**src/rtl/writeback_stage.sv**
```systemverilog
`default_nettype none
// ============================================================================
// Module   : writeback_stage
// Summary  : RV32I writeback. Arbitrates ALU/load results, formats loads,
//            drives the regfile write port and the forwarding copy.
// Revision : 1.0 - initial release
// ============================================================================
module writeback_stage #(
   parameter int STARVE_LIMIT = 4
) (
   input  logic        clk,
   input  logic        reset,
   input  logic        alu_valid,
   output logic        alu_ready,
   input  logic [4:0]  alu_rd,
   input  logic [31:0] alu_data,
   input  logic        ld_valid,
   output logic        ld_ready,
   input  logic [4:0]  ld_rd,
   input  logic [31:0] ld_data,
   input  logic [2:0]  ld_funct3,
   input  logic [1:0]  ld_addr_lo,
   output logic        w_en,
   output logic [4:0]  w_addr,
   output logic [31:0] w_data,
   output logic        fwd_valid,
   output logic [4:0]  fwd_rd,
   output logic [31:0] fwd_data,
   output logic        ld_err,
   output logic [31:0] retire_count
);

   localparam logic [3:0] LIMIT  = 4'(STARVE_LIMIT);
   localparam logic [2:0] F3_LB  = 3'b000;
   localparam logic [2:0] F3_LH  = 3'b001;
   localparam logic [2:0] F3_LW  = 3'b010;
   localparam logic [2:0] F3_LBU = 3'b100;
   localparam logic [2:0] F3_LHU = 3'b101;

   logic [3:0]  starve_cnt;
   logic        starved;
   logic        alu_fire;
   logic        ld_fire;
   logic        ld_bad;
   logic [7:0]  ld_byte;
   logic [15:0] ld_half;
   logic [31:0] ld_fmt;

   // Loads normally win; a starved ALU is force-granted once.
   always_comb begin
      starved   = (starve_cnt == LIMIT);
      alu_ready = 1'b0;
      ld_ready  = 1'b0;
      if (!reset) begin
         if (alu_valid && (!ld_valid || starved))
            alu_ready = 1'b1;
         else if (ld_valid)
            ld_ready = 1'b1;
      end
   end

   assign alu_fire = alu_valid && alu_ready;
   assign ld_fire  = ld_valid && ld_ready;

   always_comb begin
      ld_byte = ld_data[7:0];
      case (ld_addr_lo)
         2'd0:    ld_byte = ld_data[7:0];
         2'd1:    ld_byte = ld_data[15:8];
         2'd2:    ld_byte = ld_data[23:16];
         default: ld_byte = ld_data[31:24];
      endcase
      ld_half = ld_addr_lo[1] ? ld_data[31:16] : ld_data[15:0];
   end

   always_comb begin
      ld_fmt = ld_data;
      ld_bad = 1'b0;
      case (ld_funct3)
         F3_LB:  ld_fmt = {{24{ld_byte[7]}}, ld_byte};
         F3_LBU: ld_fmt = {24'd0, ld_byte};
         F3_LH: begin
            ld_fmt = {{16{ld_half[15]}}, ld_half};
            ld_bad = ld_addr_lo[0];
         end
         F3_LHU: begin
            ld_fmt = {16'd0, ld_half};
            ld_bad = ld_addr_lo[0];
         end
         F3_LW: begin
            ld_fmt = ld_data;
            ld_bad = (ld_addr_lo != 2'd0);
         end
         default: begin
            ld_fmt = ld_data;
            ld_bad = 1'b1;
         end
      endcase
   end

   always_ff @(posedge clk) begin
      if (reset) begin
         w_en         <= 1'b0;
         w_addr       <= 5'd0;
         w_data       <= 32'd0;
         ld_err       <= 1'b0;
         retire_count <= 32'd0;
         starve_cnt   <= 4'd0;
      end else begin
         w_en   <= 1'b0;
         ld_err <= 1'b0;

         if (alu_valid && !alu_ready)
            starve_cnt <= starved ? starve_cnt : starve_cnt + 4'd1;
         else
            starve_cnt <= 4'd0;

         if (alu_fire) begin
            w_en         <= (alu_rd != 5'd0);
            w_addr       <= alu_rd;
            w_data       <= alu_data;
            retire_count <= retire_count + 32'd1;
         end else if (ld_fire) begin
            // Faulting loads leave the previous write address/data in place.
            if (ld_bad) begin
               ld_err <= 1'b1;
            end else begin
               w_en         <= (ld_rd != 5'd0);
               w_addr       <= ld_rd;
               w_data       <= ld_fmt;
               retire_count <= retire_count + 32'd1;
            end
         end
      end
   end

   assign fwd_valid = w_en;
   assign fwd_rd    = w_addr;
   assign fwd_data  = w_data;

endmodule
`default_nettype wire

```
**config.mk**
```make
export PLATFORM = sky130hd
export DESIGN_NAME = writeback_stage
export DESIGN_NICKNAME = d
export VERILOG_FILES = /design/src/rtl/writeback_stage.sv
export SDC_FILE = /design/constraint.sdc
export NUM_CORES = 1
export LEC_CHECK = 0
export CORE_MARGIN = 4
export CORE_UTILIZATION = 43
export CTS_CLUSTER_DIAMETER = 50
export DETAILED_ROUTE_END_ITERATION = 8
export GPL_TIMING_DRIVEN = 1
export MAX_ROUTING_LAYER = met4
export PLACE_DENSITY = 0.85
export SYNTH_ARGS = -nofsm -noshare
export SYNTH_HDL_FRONTEND = slang
export SYNTH_SLANG_ARGS = --single-unit
```
**constraint.sdc**
```tcl
create_clock -name clk -period 2.7 [get_ports clk]
set_clock_uncertainty 0.2 [all_clocks]
set_input_delay 0.27 -clock clk [delete_from_list [all_inputs] [get_ports clk]]
set_output_delay 0.27 -clock clk [all_outputs]
set_load 0.02 [all_outputs]
```
==> metrics <==
worst ir drop on vdd=0.286 mV; root buffer cell=clkbuf_8; Clock Sink Count=75; utilization after layout=65.5%; worst r2r src=starve_cnt[0]$_SDFFE_PP0N_; Worst EP arrival=2.45 ns; post-synthesis register bit count=75; fraction of layout cells with a size suffix above 1=9.87%; Fillers=838; area leader, netlist=dfxtp_1; Final Power=3.06 mW; largest net degree at the start of global routing=50; slowest cell on the critical path=nor2_2; number of enable flip-flop cells after synthesis=0; register area share after synthesis=33.9%; cell chain of the critical path=clkdlybuf4s50_1 > mux4_2 > nor2_1 > a2111oi_2 > nor2_2 > a211oi_1; Post-Syn Area=4420 um^2; top cells by area, synth=dfxtp_1, buf_4, nand2_1; initial antenna violation count=0; Synthesized Nets=630; CP startpoint=ld_data[31]; Worst slew margin=39.6%; crit path max fanout=16; WL final=15000 um; Max Cap Viol=0; Syn-to-layout area delta=46.8%; ANT cells=0; Crit path largest cell delay=0.71 ns; critical path startpoint category=input port; crit end category=register; routed wl met3=1040 um; Worst setup endpoint=fwd_data[31]$_SDFFE_PP0P_; Period minus WS final=2.47 ns; gpl congestion=0.910; M1 WL=5890 um; met2 WL=7730 um; Mapped Avg Cell Area=8.13 um^2; Post-DRT Antenna Nets=0; CTS clk-pin slew, worst paths=0.09 ns; top cell type's share of synthesized area=33.9%; Synth Instances=544; CTS H-tree lvls=3; Post-Layout Cell Count=832; Netlist cell types=58; status=finished clean; placed standard-cell area=6210 um^2; GR Overflow Total=0; register area=1500 um^2; final setup fails=0; DR vias=4785; port bufs=193; P per Cell Area=472 nW/um^2; overall die width=109 um; core area=9910 um^2; Boundary Pins=194; ys async rst share=0%; worst reg-to-reg setup slack=0.26 ns; CTS tree=built; Setup Crit Path Kind=input port to register; worst-margin pin slew=0.905 ns; Multi-input gate area=2400 um^2; DR vias/cell=5.75; first-pass GRT wire length=23500 um; prevailing post-synth register cell=dfxtp_1; Slew Viols, Final=0; RSZ-0062 raised after global routing=no; vias in the first global route=4701; top layer in use=met4; most frequent cells in the layout=clkdlybuf4s50_1, dfxtp_1, nand2_1; Placed Instances=815; type of the most critical hold path=register to register; std cell rows=36; Post-route DRC=0; Final #Nets=780; reg2reg path depth=9; DP Worst Slack=-0.117 ns; worst setup margin=0.232 ns; YS warnings=0; FF-to-FF End=retire_count[11]$_SDFFE_PP0P_; most common cell after layout, fill and taps aside=clkdlybuf4s50_1; die height=109 um; worst skew pair latency=0.34 ns; drt pass-1 iters=5; Initial DRC Count=281; Design Area, Final=6490 um^2; Starting Density=44.6%; clk buf depth=2; Die ar.=12000 um^2; total CTS buffers=9; worst path required time=2.69 ns; Tcrit/Tclk final=91.4%; Pleak=2.26 nW; Wirelength per Cell=18.0 um; Total GRT Usage=25.4%; FMAX=0.405 GHz; hpwl dp=11400 um; Fin. Hold Viols=0
==> cells by family after synthesis <==
logic type      synth area share, %
xor+xnor                      0.396
simple gates                   25.4
compound gates                 25.5
fa+ha+maj                     0.849
flops                          33.9
buf+inv                        11.9
mux                            1.98
==> worst min-delay path by stage <==
| stage | from | to | slack (ns) | cells past startpoint |
|---|---|---|---|---|
| CTS | alu_data[5] | fwd_data[5]$_SDFFE_PP0P_ | 0.28 | 3 |
| global placement | starve_cnt[0]$_SDFFE_PP0N_ | starve_cnt[0]$_SDFFE_PP0N_ | 0.24 | 1 |
| floorplan | alu_rd[3] | fwd_valid$_SDFF_PP0_ | 0.21 | 2 |
| detailed placement | starve_cnt[0]$_SDFFE_PP0N_ | starve_cnt[0]$_SDFFE_PP0N_ | 0.26 | 1 |
| finish | starve_cnt[0]$_SDFFE_PP0N_ | starve_cnt[0]$_SDFFE_PP0N_ | 0.28 | 1 |
| global route | alu_data[1] | fwd_data[1]$_SDFFE_PP0P_ | 0.27 | 3 |
==> report_power, final <==
part / internal [mW] / leakage [nW] / switching, mW
sequential: 1.15 / 0.611 / 0.0394
clock: 0.712 / 0.131 / 0.446
combinational: 0.356 / 1.52 / 0.358
==> metrics by stage <==
| stage | hold slack, ns | setup TNS (ns) |
|---|---|---|
| finish | 0.275 | 0 |
| global route | 0.274 | 0 |
| CTS | 0.279 | 0 |
| detailed placement | 0.259 | -1.30 |
| global placement | 0.237 | -0.530 |
| floorplan | 0.211 | 0 |
==> registers in the layout (all words and copies together), names as in the netlist <==
signal and cells:
fwd_data 32, fwd_rd 5, fwd_valid 1, ld_err 1, retire_count 32, starve_cnt 4
==> cell type report <==
type	count	area share (%)
Multi-Input combinational cell	381	36.9
Timing Repair Buffer	214	32.6
Sequential cell	75	23.1
Tap cell	133	2.56
Clock inverter	6	2.12
Clock buffer	10	1.97
Inverter	13	0.752
==> layer usage <==
metal,global-route usage [%],vias up
met5,-,-
met4,6.95,0
met3,5.81,26
met2,44.6,218
met1,29.0,2270
li1,-,2271
==> worst max-delay path: cells and delay by family <==
kind                   cells  cell delay [ns]
AND/OR/NAND/NOR            2             0.84
buffers and inverters      1             0.55
multiplexers               1             0.53
AO/OA/AOI/OAI              2             0.25
==> Yosys cell counts, types with 2 or more instances <==
cell type,number
nand2_1,60
a21oi_1,43
mux2i_1,2
inv_1,12
o221ai_1,7
a211o_1,8
nand3_1,20
a211oi_1,13
nor4_4,2
buf_2,7
nand2b_1,2
buf_6,4
and2_1,3
nand4_4,3
xnor2_1,2
o22a_1,4
or4_1,17
or3_1,11
a22oi_1,2
o21ai_0,37
nand4b_1,2
a211oi_2,10
o31ai_1,15
dfxtp_1,75
mux2_2,4
nor3_1,3
a311oi_1,3
a22o_1,2
nor2b_1,5
and4_2,2
clkbuf_1,22
nand4_1,12
buf_4,40
nor2_1,45
a31oi_1,7
o311ai_0,2
o41ai_1,3
and2_2,2
ha_1,3
and3_1,9
a21o_1,2
==> repair_timing <==
item                                   4_1_cts  5_1_grt
cloned                                       0        0
hold buffers                                 1        0
setup endpoints to repair                    1        1
endpoints found under the hold margin        1        0
pin swaps                                    0        0
resized for setup                            1        1
setup buffers                                0        0
No activity file was read; power rests on OpenSTA's default activity.
